### src/rtl/sseg_pkg.sv
// Shared constants and types for the seven-segment scan monitor.
// Glyphs are active-high {g,f,e,d,c,b,a}.
package sseg_pkg;

    localparam logic [6:0] GLYPHS [0:15] = '{
        7'h3F, 7'h06, 7'h5B, 7'h4F, 7'h66, 7'h6D, 7'h7D, 7'h07,
        7'h7F, 7'h6F, 7'h77, 7'h7C, 7'h39, 7'h5E, 7'h79, 7'h71
    };

    localparam logic [6:0] SQ_UPPER   = 7'h63;
    localparam logic [6:0] SQ_LOWER   = 7'h5C;
    localparam logic [3:0] ANODE_IDLE = 4'hF;

    typedef enum logic [1:0] {
        IDLE,
        SCAN,
        LOCKED
    } state_t;

endpackage

### src/rtl/sseg_glyph_decode.sv
// Maps a 7-bit active-high glyph to its hex value; blank or unknown glyphs
// decode to 0 with valid low.
module sseg_glyph_decode
    import sseg_pkg::*;
(
    input  logic [6:0] segs,
    output logic       valid,
    output logic [3:0] hex
);

    always_comb begin
        valid = 1'b0;
        hex   = '0;
        for (int unsigned i = 0; i < 16; i++) begin
            if (segs == GLYPHS[i]) begin
                valid = 1'b1;
                hex   = 4'(i);
            end
        end
    end

endmodule

### src/rtl/sseg_scan_monitor.sv
// Receive-side monitor for a 4-digit multiplexed seven-segment bus: filters,
// captures a per-digit frame, decodes hex glyphs and the rotating square.
module sseg_scan_monitor
    import sseg_pkg::*;
#(
    parameter int unsigned STABLE_CYCLES = 16,
    parameter int unsigned FRAME_TIMEOUT = 400_000
) (
    input  logic        clk,
    input  logic        rst_n,
    input  logic [3:0]  an_in,
    input  logic [7:0]  seg_in,
    output logic [31:0] digit_seg_o,
    output logic [15:0] digit_hex_o,
    output logic [3:0]  hex_valid_o,
    output logic        frame_valid_o,
    output logic        frame_stb_o,
    output logic [2:0]  sq_pos_o,
    output logic        sq_valid_o,
    output logic        dir_cw_o,
    output logic        dir_valid_o,
    output logic        scan_err_o
);

    localparam int unsigned SW = (STABLE_CYCLES > 2) ? $clog2(STABLE_CYCLES) : 1;
    localparam int unsigned TW = (FRAME_TIMEOUT > 2) ? $clog2(FRAME_TIMEOUT) : 1;
    localparam logic [SW-1:0] STAB_MAX = SW'(STABLE_CYCLES - 1);
    localparam logic [SW-1:0] STAB_PRE = SW'(STABLE_CYCLES - 2);
    localparam logic [TW-1:0] TO_MAX   = TW'(FRAME_TIMEOUT - 1);

    logic [3:0]    an_s1, an_s2, an_p;
    logic [7:0]    seg_s1, seg_s2, seg_p;
    logic [SW-1:0] stab_cnt;
    logic [TW-1:0] to_cnt;
    logic [3:0]    seen, seen_next, loaded;
    logic          changed, digit_act, illegal, capture, frame_done, timeout;
    logic          stb_next, drop;
    logic [1:0]    digit_idx;
    state_t        state, next_state;

    // Synchroniser and history reset to the idle line levels so that leaving
    // reset with a quiet bus does not look like an illegal anode pattern.
    always_ff @(posedge clk or negedge rst_n) begin
        if (!rst_n) begin
            an_s1  <= ANODE_IDLE;
            an_s2  <= ANODE_IDLE;
            an_p   <= ANODE_IDLE;
            seg_s1 <= '1;
            seg_s2 <= '1;
            seg_p  <= '1;
        end else begin
            an_s1  <= an_in;
            an_s2  <= an_s1;
            an_p   <= an_s2;
            seg_s1 <= seg_in;
            seg_s2 <= seg_s1;
            seg_p  <= seg_s2;
        end
    end

    assign changed = {an_s2, seg_s2} != {an_p, seg_p};

    always_comb begin
        digit_act = 1'b0;
        digit_idx = '0;
        illegal   = 1'b0;
        case (an_s2)
            4'b1110:    begin digit_act = 1'b1; digit_idx = 2'd0; end
            4'b1101:    begin digit_act = 1'b1; digit_idx = 2'd1; end
            4'b1011:    begin digit_act = 1'b1; digit_idx = 2'd2; end
            4'b0111:    begin digit_act = 1'b1; digit_idx = 2'd3; end
            ANODE_IDLE: ;
            default:    illegal = 1'b1;
        endcase
    end

    // Capturing on the step into the saturated value gives one capture per dwell.
    assign capture    = digit_act && !changed && (stab_cnt == STAB_PRE);
    assign seen_next  = capture ? (seen | 4'(1 << digit_idx)) : seen;
    assign frame_done = (seen_next == 4'hF);
    assign timeout    = (state != IDLE) && !capture && (to_cnt == TO_MAX);

    always_ff @(posedge clk or negedge rst_n) begin
        if (!rst_n)
            state <= IDLE;
        else
            state <= next_state;
    end

    always_comb begin
        next_state = state;
        case (state)
            IDLE:    if (capture) next_state = SCAN;
            SCAN:    if (timeout) next_state = IDLE;
                     else if (frame_done) next_state = LOCKED;
            LOCKED:  if (timeout) next_state = IDLE;
            default: next_state = IDLE;
        endcase
    end

    always_comb begin
        stb_next = (state != IDLE) && frame_done;
        drop     = timeout;
    end

    always_ff @(posedge clk or negedge rst_n) begin
        if (!rst_n) begin
            stab_cnt      <= '0;
            to_cnt        <= '0;
            seen          <= '0;
            loaded        <= '0;
            digit_seg_o   <= '0;
            frame_valid_o <= 1'b0;
            frame_stb_o   <= 1'b0;
            scan_err_o    <= 1'b0;
        end else begin
            if (changed || illegal)
                stab_cnt <= '0;
            else if (stab_cnt != STAB_MAX)
                stab_cnt <= stab_cnt + 1'b1;

            if (capture || state == IDLE)
                to_cnt <= '0;
            else if (to_cnt != TO_MAX)
                to_cnt <= to_cnt + 1'b1;

            if (drop || stb_next)
                seen <= '0;
            else
                seen <= seen_next;

            if (drop)
                loaded <= '0;
            else if (capture)
                loaded <= loaded | 4'(1 << digit_idx);

            for (int unsigned k = 0; k < 4; k++) begin
                if (capture && digit_idx == 2'(k))
                    digit_seg_o[8*k +: 8] <= ~seg_s2;
            end

            if (drop)
                frame_valid_o <= 1'b0;
            else if (stb_next)
                frame_valid_o <= 1'b1;

            frame_stb_o <= stb_next;
            scan_err_o  <= illegal && (an_s2 != an_p);
        end
    end

    logic [3:0] dec_valid;

    for (genvar g = 0; g < 4; g++) begin : g_dec
        sseg_glyph_decode u_dec (
            .segs  (digit_seg_o[8*g +: 7]),
            .valid (dec_valid[g]),
            .hex   (digit_hex_o[4*g +: 4])
        );
    end

    assign hex_valid_o = dec_valid & loaded;

    logic [3:0] nonblank;
    logic       sq_ok;
    logic [2:0] sq_new, pos_inc, pos_dec;

    always_comb begin
        sq_ok  = 1'b0;
        sq_new = '0;
        for (int unsigned k = 0; k < 4; k++)
            nonblank[k] = (digit_seg_o[8*k +: 7] != '0);
        for (int unsigned k = 0; k < 4; k++) begin
            if (nonblank == 4'(1 << k)) begin
                if (digit_seg_o[8*k +: 7] == SQ_UPPER) begin
                    sq_ok  = 1'b1;
                    sq_new = 3'(k);
                end else if (digit_seg_o[8*k +: 7] == SQ_LOWER) begin
                    sq_ok  = 1'b1;
                    sq_new = 3'(7 - k);
                end
            end
        end
    end

    assign pos_inc = sq_pos_o + 3'd1;
    assign pos_dec = sq_pos_o - 3'd1;

    always_ff @(posedge clk or negedge rst_n) begin
        if (!rst_n) begin
            sq_pos_o    <= '0;
            sq_valid_o  <= 1'b0;
            dir_cw_o    <= 1'b0;
            dir_valid_o <= 1'b0;
        end else if (drop) begin
            sq_valid_o  <= 1'b0;
            dir_valid_o <= 1'b0;
        end else if (frame_stb_o) begin
            sq_valid_o <= sq_ok;
            if (sq_ok)
                sq_pos_o <= sq_new;
            if (sq_ok && sq_valid_o) begin
                if (sq_new == pos_inc) begin
                    dir_cw_o    <= 1'b1;
                    dir_valid_o <= 1'b1;
                end else if (sq_new == pos_dec) begin
                    dir_cw_o    <= 1'b0;
                    dir_valid_o <= 1'b1;
                end else if (sq_new != sq_pos_o) begin
                    dir_valid_o <= 1'b0;
                end
            end else begin
                dir_valid_o <= 1'b0;
            end
        end
    end

endmodule

### config.mk
export PLATFORM = sky130hd
export DESIGN_NAME = sseg_scan_monitor
export DESIGN_NICKNAME = d
export VERILOG_FILES = /design/src/rtl/sseg_pkg.sv /design/src/rtl/sseg_glyph_decode.sv /design/src/rtl/sseg_scan_monitor.sv
export SDC_FILE = /design/constraint.sdc
export NUM_CORES = 1
export LEC_CHECK = 0
export ABC_CLOCK_PERIOD_IN_PS = 2700
export CAP_MARGIN = 10
export CORE_UTILIZATION = 35
export CTS_CLUSTER_SIZE = 24
export DETAILED_ROUTE_END_ITERATION = 7
export PLACE_DENSITY = 0.61
export SYNTH_ARGS = -nofsm -noshare
export SYNTH_HDL_FRONTEND = slang
export SYNTH_SLANG_ARGS = --single-unit
### constraint.sdc
create_clock -name clk -period 2.7 [get_ports clk]
set_clock_uncertainty 0.15 [all_clocks]
set_input_delay 0.54 -clock clk [delete_from_list [all_inputs] [get_ports clk]]
set_output_delay 0.54 -clock clk [all_outputs]
set_load 0.01 [all_outputs]
## Word level (Yosys, flattened, before mapping)

Index checks and enable logic that the tools add are counted.

- $add $sub $neg: 4
- Multiply operators: 0
- Divide/modulo/power cells: 0
- Order comparisons: 0
- Equal/unequal tests: 100
- Shift operators: 1
- Mux-type cells: 176
- Bitwise gates (word level): 5
- Reduce and logical (&&, ||, !) cells: 35

Operators by type and width:

| cell | count |
|---|---|
| equality test 7 bit, second input constant | 56 |
| two-way mux 4 bit | 38 |
| two-way mux 1 bit | 94 |
| two-way mux 3 bit | 28 |
| equality test 7 x 3 -> 1 bit, second input constant | 8 |
| equality test 7 x 6 -> 1 bit, second input constant | 8 |
| two-way mux 19 bit | 2 |
| equality test 4 bit, second input constant | 7 |
| nonzero test 7 bit | 4 |
| two-way mux 2 bit | 12 |
| adder 19 x 1 -> 19 bit, second input constant | 1 |
| equality test 19 bit, second input constant | 1 |
| != test 19 bit, second input constant | 1 |
| nonzero test 2 bit | 7 |
| != test 12 bit | 1 |
| case mux 2 bit (3 select lines) | 2 |
| logical AND 1 bit | 11 |
| equality test 4 x 3 -> 1 bit, second input constant | 2 |
| NOT 8 bit | 1 |
| bitwise OR 4 bit | 2 |
| equality test 2 bit, second input constant | 3 |
| equality test 3 bit | 2 |
| AND reduction 3 bit | 2 |
| != test 5 x 2 -> 1 bit, second input constant | 1 |
| 21 further kinds | 27 |

- Register bits: 110
- Bits in latches: 0
- RAM bits: 0
- Bits in read-only memories: 0
- Input port bits: 14
- Output and inout port bits: 61
- Memories kept: 0

## Longest topological paths before layout

Gate-level depths: netlist of run 1.

- Word-level depth: 20
- Depth in mapped cells: 11
- Mapped depth without buffers: 9

## By module

A second synthesis of run 1 with hierarchy kept.

- Cell total of the unflattened synthesis: 674
- Area total of the unflattened synthesis: 6376.1 um2

Modules (own cells, without submodules):

| module | instances | cells an instance | area each (um2) | sequential area each (um2) |
|---|---|---|---|---|
| sseg_scan_monitor | 1 | 426 | 4724.5 | 2797.7 |
| sseg_glyph_decode | 4 | 62 | 412.9 | 0.0 |

## Worst setup path after synthesis of run 1

OpenSTA, ideal clock, no wires.

- Path type: flip-flop to flip-flop
- Start point: register digit_seg_o[0]
- End point: register dir_cw_o
- Setup time: 0.127 ns
- Data arrival time: 2.481 ns
- Path slack: -0.058 ns
- Stages on the path, launching flop included: 9
- Cells stage by stage: dfrtp_1 or2_1 or4_4 o41ai_2 a41oi_1 a311o_1 nor2_1 and4b_1 mux2_1

- Word-level cells in the longest chain between the ends: 16

Ends and longest elaborated chain:

| what | RTL line | source |
|---|---|---|
| start: declaration | sseg_scan_monitor.sv:13 | `output logic [31:0] digit_seg_o,` |
| start signal: indexed assignment | sseg_scan_monitor.sv:139 | `digit_seg_o[8*k +: 8] <= ~seg_s2;` |
| equality test 7 bit | sseg_scan_monitor.sv:178 | `end else if (digit_seg_o[8*k +: 7] == SQ_LOWER) begin` |
| two-way mux 3 bit | sseg_scan_monitor.sv:178 |  |
| two-way mux 3 bit | sseg_scan_monitor.sv:175 | `if (digit_seg_o[8*k +: 7] == SQ_UPPER) begin` |
| two-way mux 3 bit | sseg_scan_monitor.sv:174 | `if (nonblank == 4'(1 << k)) begin` |
| two-way mux 3 bit | sseg_scan_monitor.sv:178 |  |
| two-way mux 3 bit | sseg_scan_monitor.sv:175 |  |
| two-way mux 3 bit | sseg_scan_monitor.sv:174 |  |
| two-way mux 3 bit | sseg_scan_monitor.sv:178 |  |
| two-way mux 3 bit | sseg_scan_monitor.sv:175 |  |
| two-way mux 3 bit | sseg_scan_monitor.sv:174 |  |
| two-way mux 3 bit | sseg_scan_monitor.sv:178 |  |
| two-way mux 3 bit | sseg_scan_monitor.sv:175 |  |
| two-way mux 3 bit | sseg_scan_monitor.sv:174 |  |
| equality test 3 bit, on equally long branches | sseg_scan_monitor.sv:203, sseg_scan_monitor.sv:206 |  |
| nonzero test 2 bit (no line) | - |  |
| AND reduction 4 bit (no line) | - |  |
| end signal: assignment | sseg_scan_monitor.sv:193 | `dir_cw_o <= 1'b0;` |
| end signal: assignment | sseg_scan_monitor.sv:204 | `dir_cw_o <= 1'b1;` |
| end signal: assignment | sseg_scan_monitor.sv:207 | `dir_cw_o <= 1'b0;` |
| end: declaration | sseg_scan_monitor.sv:20 | `output logic dir_cw_o,` |

Several ways; a longest one is shown, not always the timed one.
A chain may end at the register's enable or synchronous reset.

## Final worst setup path of run 1

- Start point: register digit_seg_o[17]
- End point: register dir_valid_o

- Word-level cells in the longest chain between the ends: 18

Ends and longest elaborated chain:

| what | RTL line | source |
|---|---|---|
| nonzero test 7 bit | sseg_scan_monitor.sv:172 | `nonblank[k] = (digit_seg_o[8*k +: 7] != '0);` |
| equality test 4 x 1 -> 1 bit | sseg_scan_monitor.sv:174 |  |
| two-way mux 3 bit | sseg_scan_monitor.sv:174 |  |
| two-way mux 3 bit | sseg_scan_monitor.sv:178 |  |
| two-way mux 3 bit | sseg_scan_monitor.sv:175 |  |
| two-way mux 3 bit | sseg_scan_monitor.sv:174 |  |
| two-way mux 3 bit | sseg_scan_monitor.sv:178 |  |
| two-way mux 3 bit | sseg_scan_monitor.sv:175 |  |
| (+2 left out) | - |  |
| two-way mux 3 bit | sseg_scan_monitor.sv:175 |  |
| two-way mux 3 bit | sseg_scan_monitor.sv:174 |  |
| equality test 3 bit | sseg_scan_monitor.sv:206 | `end else if (sq_new == pos_dec) begin` |
| two-way mux 1 bit | sseg_scan_monitor.sv:206 |  |
| two-way mux 1 bit | sseg_scan_monitor.sv:203 | `if (sq_new == pos_inc) begin` |
| two-way mux 1 bit | sseg_scan_monitor.sv:202 | `if (sq_ok && sq_valid_o) begin` |
| two-way mux 1 bit | sseg_scan_monitor.sv:198 | `end else if (frame_stb_o) begin` |
| two-way mux 1 bit | sseg_scan_monitor.sv:195 | `end else if (drop) begin` |
| end signal: assignment | sseg_scan_monitor.sv:194 | `dir_valid_o <= 1'b0;` |
| end signal: assignment | sseg_scan_monitor.sv:197 | `dir_valid_o <= 1'b0;` |
| end signal: assignment | sseg_scan_monitor.sv:205 | `dir_valid_o <= 1'b1;` |
| end: declaration | sseg_scan_monitor.sv:21 | `output logic dir_valid_o,` |

Several ways; a longest one is shown, not always the timed one. The select of a mux whose other input is x is not followed.

==> impl_metrics.sql, run 1 <==
INSERT INTO impl_metrics (metric_group, metric, value, unit) VALUES
('sta', 'highest_achievable_clock_rate', '354', 'MHz'),
('cells_and_area', 'layout_area_growth_over_synthesis', '44.7', '%'),
('job', 'count_of_maximum_capacitance_violations', '0', ''),
('floorplanning', 'core_area', '0.0172', 'mm2'),
('sta', 'finalHoldViolCount', '0', ''),
('sta', 'worst_slack', '-0.122', 'ns'),
('routing', 'detailedRoute.firstIterationViolations', '236', ''),
('routing', 'routedLengthMet1', '7.33', 'mm'),
('floorplanning', 'fp.dieH', '135', 'um'),
('sta', 'period_minus_slack', '2.82', 'ns'),
('global_route', 'grt_pass1_wl', '27.7', 'mm'),
('cells_and_area', 'seq_area', '0.00282', 'mm2'),
('routing', 'drc', '0', ''),
('global_route', 'grt_max_degree', '50', ''),
('placement', 'port-buffer-count', '74', ''),
('global_route', 'first_global_vias', '5608', ''),
('critical_path', 'worst-r2r-setup-slack', '-0.12', 'ns'),
('critical_path', 'cp_max_fo', '4', ''),
('floorplanning', 'ioPinCount', '75', ''),
('routing', 'maxUsedRoutingLayer', 'met4', ''),
('cells_and_area', 'diodes', '0', ''),
('logic_synthesis', 'post_synth.cell_area_avg', '9.02', 'um2'),
('status', 'violations', 'setup timing', ''),
('routing', 'totalWireLength', '17.2', 'mm'),
('routing', 'drt_first_pass_iters', '5', ''),
('logic_synthesis', 'synth.distinct_cells', '80', ''),
('sta', 'pin_slew_with_the_least_headroom_to_its_limit', '0.569', 'ns'),
('critical_path', 'rr_endpoint', 'dir_valid_o', ''),
('cts', 'cts_made_buffers', '9', ''),
('sta', 'setup_violations', '9', ''),
('pwr', 'power.leakage', '3.75', 'nW'),
('sta', 'final-max-slew-violation-count', '0', ''),
('min_path', 'timing.hold.worst_endpoint', 'seg_s2[6]', ''),
('floorplanning', 'initial_utilization', '0.357', ''),
('cts', 'cts-root-buf', 'clkbuf_16', ''),
('critical_path', 'worst-endpoint-arrival', '2.91', 'ns'),
('global_route', 'antenna_found_initial', '0', ''),
('logic_synthesis', 'synth_async_sr_flop_share', '1.00', ''),
('floorplanning', 'rows', '48', ''),
('critical_path', 'crit_path_start', 'digit_seg_o[17]', ''),
('critical_path', 'end_kind', 'flip-flop', ''),
('routing', 'via_per_inst', '5.25', ''),
('logic_synthesis', 'post_synth_instance_area', '0.00615', 'mm2'),
('placement', 'post_detailed_placement_half_perimeter_wirelength', '12.0', 'mm'),
('critical_path', 'timing_worst_setup_path_type', 'reg2reg', ''),
('routing', 'routedWlPerCell', '15.5', 'um'),
('pwr', 'peakVddDrop', '0.399', 'mV'),
('placement', 'gp_routability_congestion', '0.879', ''),
('cts', 'cts_max_path_buffers', '2', ''),
('min_path', 'hold-path-cell-count', '0', ''),
('cts', 'tritoncts', 'done', ''),
('logic_synthesis', 'synth_seq_area_share', '0.455', ''),
('status', 'result_of_the_run', 'finished, violations left', ''),
('critical_path', 'timing.rr.start', 'digit_seg_o[17]', ''),
('critical_path', 'worstSetupStartpointType', 'flip-flop', ''),
('pwr', 'power_density', '366', 'mW/mm2'),
('sta', 'unrepaired_setup_endpoints_after_global_routing', 'true', ''),
('cts', 'clkLatencyLatePin', '0.36', 'ns'),
('min_path', 'holdCritPathClass', 'reg2reg', ''),
('logic_synthesis', 'ys_ff_latch', '110', ''),
('logic_synthesis', 'synth_edf_count', '0', ''),
('cells_and_area', 'layout_common_cells', '132 x buf_4, 97 x nand2_1, 63 x nor2_1', ''),
('routing', 'route.antenna.remaining_nets', '0', ''),
('critical_path', 'r2r_cells', '10', ''),
('cells_and_area', 'final_layout_size_suffix_gt1_frac', '0.351', ''),
('logic_synthesis', 'post_synth_net_total', '701', ''),
('routing', 'routed-wl-met3', '761', 'um'),
('cells_and_area', 'layout_commonest_cell', 'buf_4', ''),
('cells_and_area', 'fillers', '1512', ''),
('placement', 'pre_cts_ws', '-0.0809', 'ns'),
('global_route', 'gr-total-overflow', '0', '');
metrics by stage:
step                      hold WS, ns  setup TNS (ns)  cell area (um2)  utilization  cells
after CTS                       0.208          -0.234             8620        0.500   1100
after detailed placement        0.197          -0.365             7840        0.455   1046
after floorplan                0.0944               0             6190            -    682
after global placement          0.197         -0.0602             7840        0.455   1046
after global routing            0.210           -1.69             8900        0.517   1106
final                           0.206          -0.573             8900        0.517   1106
layer usage:
metal  vias up  track usage
met1      2783        0.235
met5         -            0
met2       182        0.340
li1       2811            -
met3        33       0.0372
met4         0       0.0612
registers in the layout, indices dropped and copies added (netlist names), 8 cells and up:
name,flops
seg_s1,8
to_cnt,19
seg_p,8
seg_s2,8
digit_seg_o,32
how the worst max path moves through the flow:
stage                           endpoint  slack (ns)  cells after the start
after floorplan                 dir_cw_o       0.008                      9
after global placement    hex_valid_o[1]       -0.04                      6
after detailed placement     dir_valid_o       -0.08                      8
after global routing         dir_valid_o       -0.26                     10
after CTS                    dir_valid_o       -0.12                     10
final                        dir_valid_o       -0.12                     10
critical path, stage by stage, from the launching register on:
cell,delay (ns)
dfrtp_2,0.41
buf_6,0.12
nor4_4,0.39
nand4_4,0.19
nor4_4,0.32
buf_4,0.18
nor4_4,0.05
xor2_2,0.19
nor3_2,0.11
and4b_1,0.22
or3_1,0.36
cells in the mapped netlist (4+ instances only):
master    number  area [um2]
a21o_1         6        45.0
a21oi_1       22         110
a31oi_1       11        68.8
and2_1         8        50.1
and3_1         5        31.3
buf_2          8        40.0
buf_4          4        30.0
clkbuf_1      24        90.1
dfrtp_1       74        1850
dfstp_2       36         946
ha_1           5        62.6
inv_1         21        78.8
nand2_1      104         390
nand2b_1      11        68.8
nand3_1       24         120
nand4_1       12        75.1
nor2_1        68         255
nor2b_1        6        37.5
nor3_1        15        75.1
nor3_2         4        40.0
nor3b_1        5        37.5
nor4_1        17         106
nor4_2         4        50.1
nor4_4         4        85.1
o21ai_0       55         275
o32ai_1        7        61.3
xnor2_1       12         105
xor2_1        26         228
kinds of logic after synthesis:
logic type / after synthesis / share of synthesized area
AOI/OAI and AO/OA: 147 / 0.158
adders and majority gates: 5 / 0.0102
DFF: 110 / 0.455
buffers and inverters: 62 / 0.0433
xor gates and xnor gates: 39 / 0.0567
and+or+nand+nor: 314 / 0.268
muxes: 5 / 0.00854
layout make-up:
type,count,area share
flip-flops and latches,110,0.316
clock buffers,9,0.0253
clock inverters,7,0.0112
well taps,225,0.0316
repair buffers,224,0.216
inverters,21,0.00885
multi-input cells,510,0.391
power by group:
part           switching (mW)  internal [mW]
Clock                   0.662          0.752
Sequential             0.0172           1.70
Combinational          0.0728         0.0603
Total                   0.753           2.51
repair_timing:
action,4_1_cts,5_1_grt
endpoints found under the setup margin,27,27
hold buffers,1,0
gates resized for setup,93,66
endpoints found under the hold margin,13,0
setup buffers,37,7
pin swaps,20,21
cloned,0,1
(Power assumes the default switching activity.)
==> inputs of run 2 (changes only) <==
--- a/config.mk
+++ b/config.mk
@@ -8,6 +8,7 @@
 export ABC_CLOCK_PERIOD_IN_PS = 2700
 export CAP_MARGIN = 10
 export CORE_UTILIZATION = 35
+export CTS_BUF_LIST = sky130_fd_sc_hd__clkbuf_4
 export CTS_CLUSTER_SIZE = 24
 export DETAILED_ROUTE_END_ITERATION = 7
 export PLACE_DENSITY = 0.61
==> impl_metrics.sql, run 2 (synthesized netlist as in run 1, its figures left out) <==
INSERT INTO impl_metrics (metric_group, metric, value, unit) VALUES
('cells_and_area', 'layout_common_cells', '137 x buf_4, 93 x nand2_1, 61 x dfrtp_1', ''),
('cts', 'worst_setup_hold_path_clk_slew', '0.18', 'ns'),
('critical_path', 'end_kind', 'flip-flop', ''),
('critical_path', 'worst-endpoint-arrival', '3.17', 'ns'),
('routing', 'totalWireLength', '17.6', 'mm'),
('routing', 'drc', '0', ''),
('placement', 'numPlacedInstances', '1046', ''),
('min_path', 'holdCritPathClass', 'reg2reg', ''),
('sta', 'worst_slack', '-0.206', 'ns'),
('cts', 'cts.htree.levels', '3', ''),
('cells_and_area', 'registers_with_the_most_flip_flops', 'digit_seg_o: 32 flops, to_cnt: 19 flops', ''),
('cells_and_area', 'layout_commonest_cell', 'buf_4', ''),
('routing', 'routedWlPerCell', '15.5', 'um'),
('global_route', 'antenna_found_initial', '0', ''),
('cts', 'cts-root-buf', 'clkbuf_4', ''),
('cts', 'cts_made_buffers', '9', ''),
('sta', 'final-max-slew-violation-count', '0', ''),
('cells_and_area', 'registers.top_by_ff_count', 'digit_seg_o', ''),
('critical_path', 'rr_endpoint', 'dir_cw_o', ''),
('critical_path', 'worst-endpoint-required', '2.96', 'ns'),
('sta', 'pin_slew_with_the_least_headroom_to_its_limit', '0.444', 'ns'),
('cells_and_area', 'seq_area', '0.00281', 'mm2'),
('cells_and_area', 'instances_no_fill', '1134', ''),
('global_route', 'grt_util_met3', '0.0390', ''),
('routing', 'route.antenna.remaining_nets', '0', ''),
('pwr', 'intPower', '2.07', 'mW'),
('cts', 'cts_max_path_buffers', '2', ''),
('pwr', 'power', '2.77', 'mW'),
('critical_path', 'r2r_cells', '9', ''),
('global_route', 'grt_max_degree', '50', ''),
('sta', 'period_minus_slack', '2.91', 'ns'),
('floorplanning', 'ioPinCount', '75', ''),
('global_route', 'global_route.peak_usage_layer', 'met2', ''),
('pwr', 'power.leakage', '3.87', 'nW'),
('floorplanning', 'core_area', '0.0172', 'mm2'),
('cts', 'clock_sink_count', '110', ''),
('pwr', 'p_seq_frac', '0.620', ''),
('job', 'count_of_maximum_capacitance_violations', '0', ''),
('global_route', 'grt_pass1_wl', '28.5', 'mm'),
('critical_path', 'worstSetupStartpointType', 'flip-flop', ''),
('status', 'result_of_the_run', 'finished, violations left', ''),
('sta', 'unrepaired_setup_endpoints_after_global_routing', 'true', ''),
('critical_path', 'timing_worst_setup_path_type', 'reg2reg', ''),
('cells_and_area', 'combined_area_of_the_multi_input_logic_cells', '0.00358', 'mm2'),
('floorplanning', 'initial_utilization', '0.357', ''),
('critical_path', 'timing.rr.start', 'digit_seg_o[5]', ''),
('status', 'violations', 'setup timing', ''),
('placement', 'post_detailed_placement_half_perimeter_wirelength', '12.0', 'mm'),
('global_route', 'grtUsageMet1', '0.237', ''),
('floorplanning', 'die_w', '135', 'um'),
('sta', 'final_min_period_over_clock_period', '1.08', ''),
('global_route', 'global_route.usage.total', '0.198', ''),
('placement', 'port-buffer-count', '74', ''),
('cts', 'clkLatencyLatePin', '0.50', 'ns'),
('min_path', 'worst_hold_startpoint', 'seg_s1[4]', ''),
('pwr', 'power_density', '303', 'mW/mm2'),
('pwr', 'peakVddDrop', '0.338', 'mV'),
('routing', 'via_per_inst', '5.18', ''),
('critical_path', 'worst-r2r-setup-slack', '-0.21', 'ns'),
('cells_and_area', 'layout_area_growth_over_synthesis', '48.4', '%'),
('routing', 'drt_first_pass_iters', '5', ''),
('sta', 'worst_slew_margin_rel', '0.703', ''),
('routing', 'detailedRoute.firstIterationViolations', '199', ''),
('pwr', 'power.switching_fraction', '0.251', ''),
('sta', 'fin_setup_tns', '-0.644', 'ns'),
('floorplanning', 'die_area', '0.0181', 'mm2'),
('sta', 'hold-worst-slack', '0.218', 'ns'),
('min_path', 'timing.hold.worst_endpoint', 'seg_s2[4]', ''),
('pwr', 'power.share.clock', '0.333', ''),
('global_route', 'grtUsageMet2', '0.355', ''),
('min_path', 'hold-path-cell-count', '0', ''),
('pwr', 'switching_power', '696', 'uW'),
('cells_and_area', 'final_net_count', '923', ''),
('critical_path', 'cp_max_fo', '3', ''),
('cells_and_area', 'final_layout_size_suffix_gt1_frac', '0.404', ''),
('placement', 'gp_routability_congestion', '0.879', ''),
('cells_and_area', 'diodes', '0', ''),
('floorplanning', 'rows', '48', ''),
('cts', 'tritoncts', 'done', ''),
('cells_and_area', 'fillers', '1502', ''),
('sta', 'setup_violations', '8', ''),
('pwr', 'power.combinational.fraction', '0.047', ''),
('global_route', 'gr-total-overflow', '0', ''),
('critical_path', 'crit_path_start', 'digit_seg_o[5]', ''),
('routing', 'num_vias', '5879', ''),
('cells_and_area', 'largest_reg_flops', '32', ''),
('sta', 'finalHoldViolCount', '0', ''),
('global_route', 'first_global_vias', '5815', ''),
('floorplanning', 'fp.dieH', '135', 'um'),
('sta', 'highest_achievable_clock_rate', '344', 'MHz');
==> run 2: how the worst max path moves through the flow <==
stage	slack, ns	end
floorplan	0.008	dir_cw_o
global placement	-0.04	hex_valid_o[1]
CTS	-0.17	hex_valid_o[0]
detailed placement	-0.08	dir_valid_o
global route	-0.32	dir_valid_o
finish	-0.21	dir_cw_o
==> run 2: critical path: stages (launching register included) <==
cell and delay, ns:
dfrtp_1 0.46, buf_4 0.17, buf_4 0.13, or4_4 0.58
o41ai_2 0.10, a41oi_2 0.18, a311o_1 0.42, nor2_1 0.09
and4b_1 0.22, mux2_1 0.32
==> run 2: metal layers <==
metal	vias up	wire, um
met3	37	586
met1	2837	7510
li1	2858	-
met2	147	9040
met4	0	443
met5	-	0
==> run 2: power by group through the flow <==
stage,Sequential (mW),Combinational [mW],Clock (mW)
floorplan,1.74,0.0300,0
global placement,1.74,0.122,0
detailed placement,1.75,0.125,0
CTS,1.72,0.132,0.973
global route,1.72,0.146,1.02
finish,1.72,0.131,0.922
==> run 2: cell type report <==
type	count	area share
multi-input cells	510	0.392
flip-flops and latches	110	0.308
well taps	225	0.0308
inverters	21	0.00891
clock buffers	9	0.00740
repair buffers	252	0.241
clock inverters	7	0.0110
==> run 2: per-stage QoR <==
step                worst slack (ns)   util  instance area [um2]
finish                        -0.206  0.530                 9130
global route                  -0.320  0.530                 9130
CTS                           -0.169  0.512                 8820
detailed placement           -0.0809  0.455                 7840
global placement             -0.0402  0.455                 7840
floorplan                    0.00805      -                 6190
==> run 2: what timing repair did <==
action	4_1_cts	5_1_grt
endpoints found under the hold margin	13	0
cloned	0	0
resized for setup	182	63
pin swaps	36	31
endpoints found under the setup margin	27	31
buffers inserted	64	8
hold buffers	1	0
==> inputs of run 3 (changes only) <==
--- a/config.mk
+++ b/config.mk
@@ -11,6 +11,7 @@
 export CTS_BUF_LIST = sky130_fd_sc_hd__clkbuf_4
 export CTS_CLUSTER_SIZE = 24
 export DETAILED_ROUTE_END_ITERATION = 7
+export HOLD_SLACK_MARGIN = 0.02
 export PLACE_DENSITY = 0.61
 export SYNTH_ARGS = -nofsm -noshare
 export SYNTH_HDL_FRONTEND = slang
==> results of run 3 <==
Same layout as run 2: the final DEF is identical, and so are final timing and power.
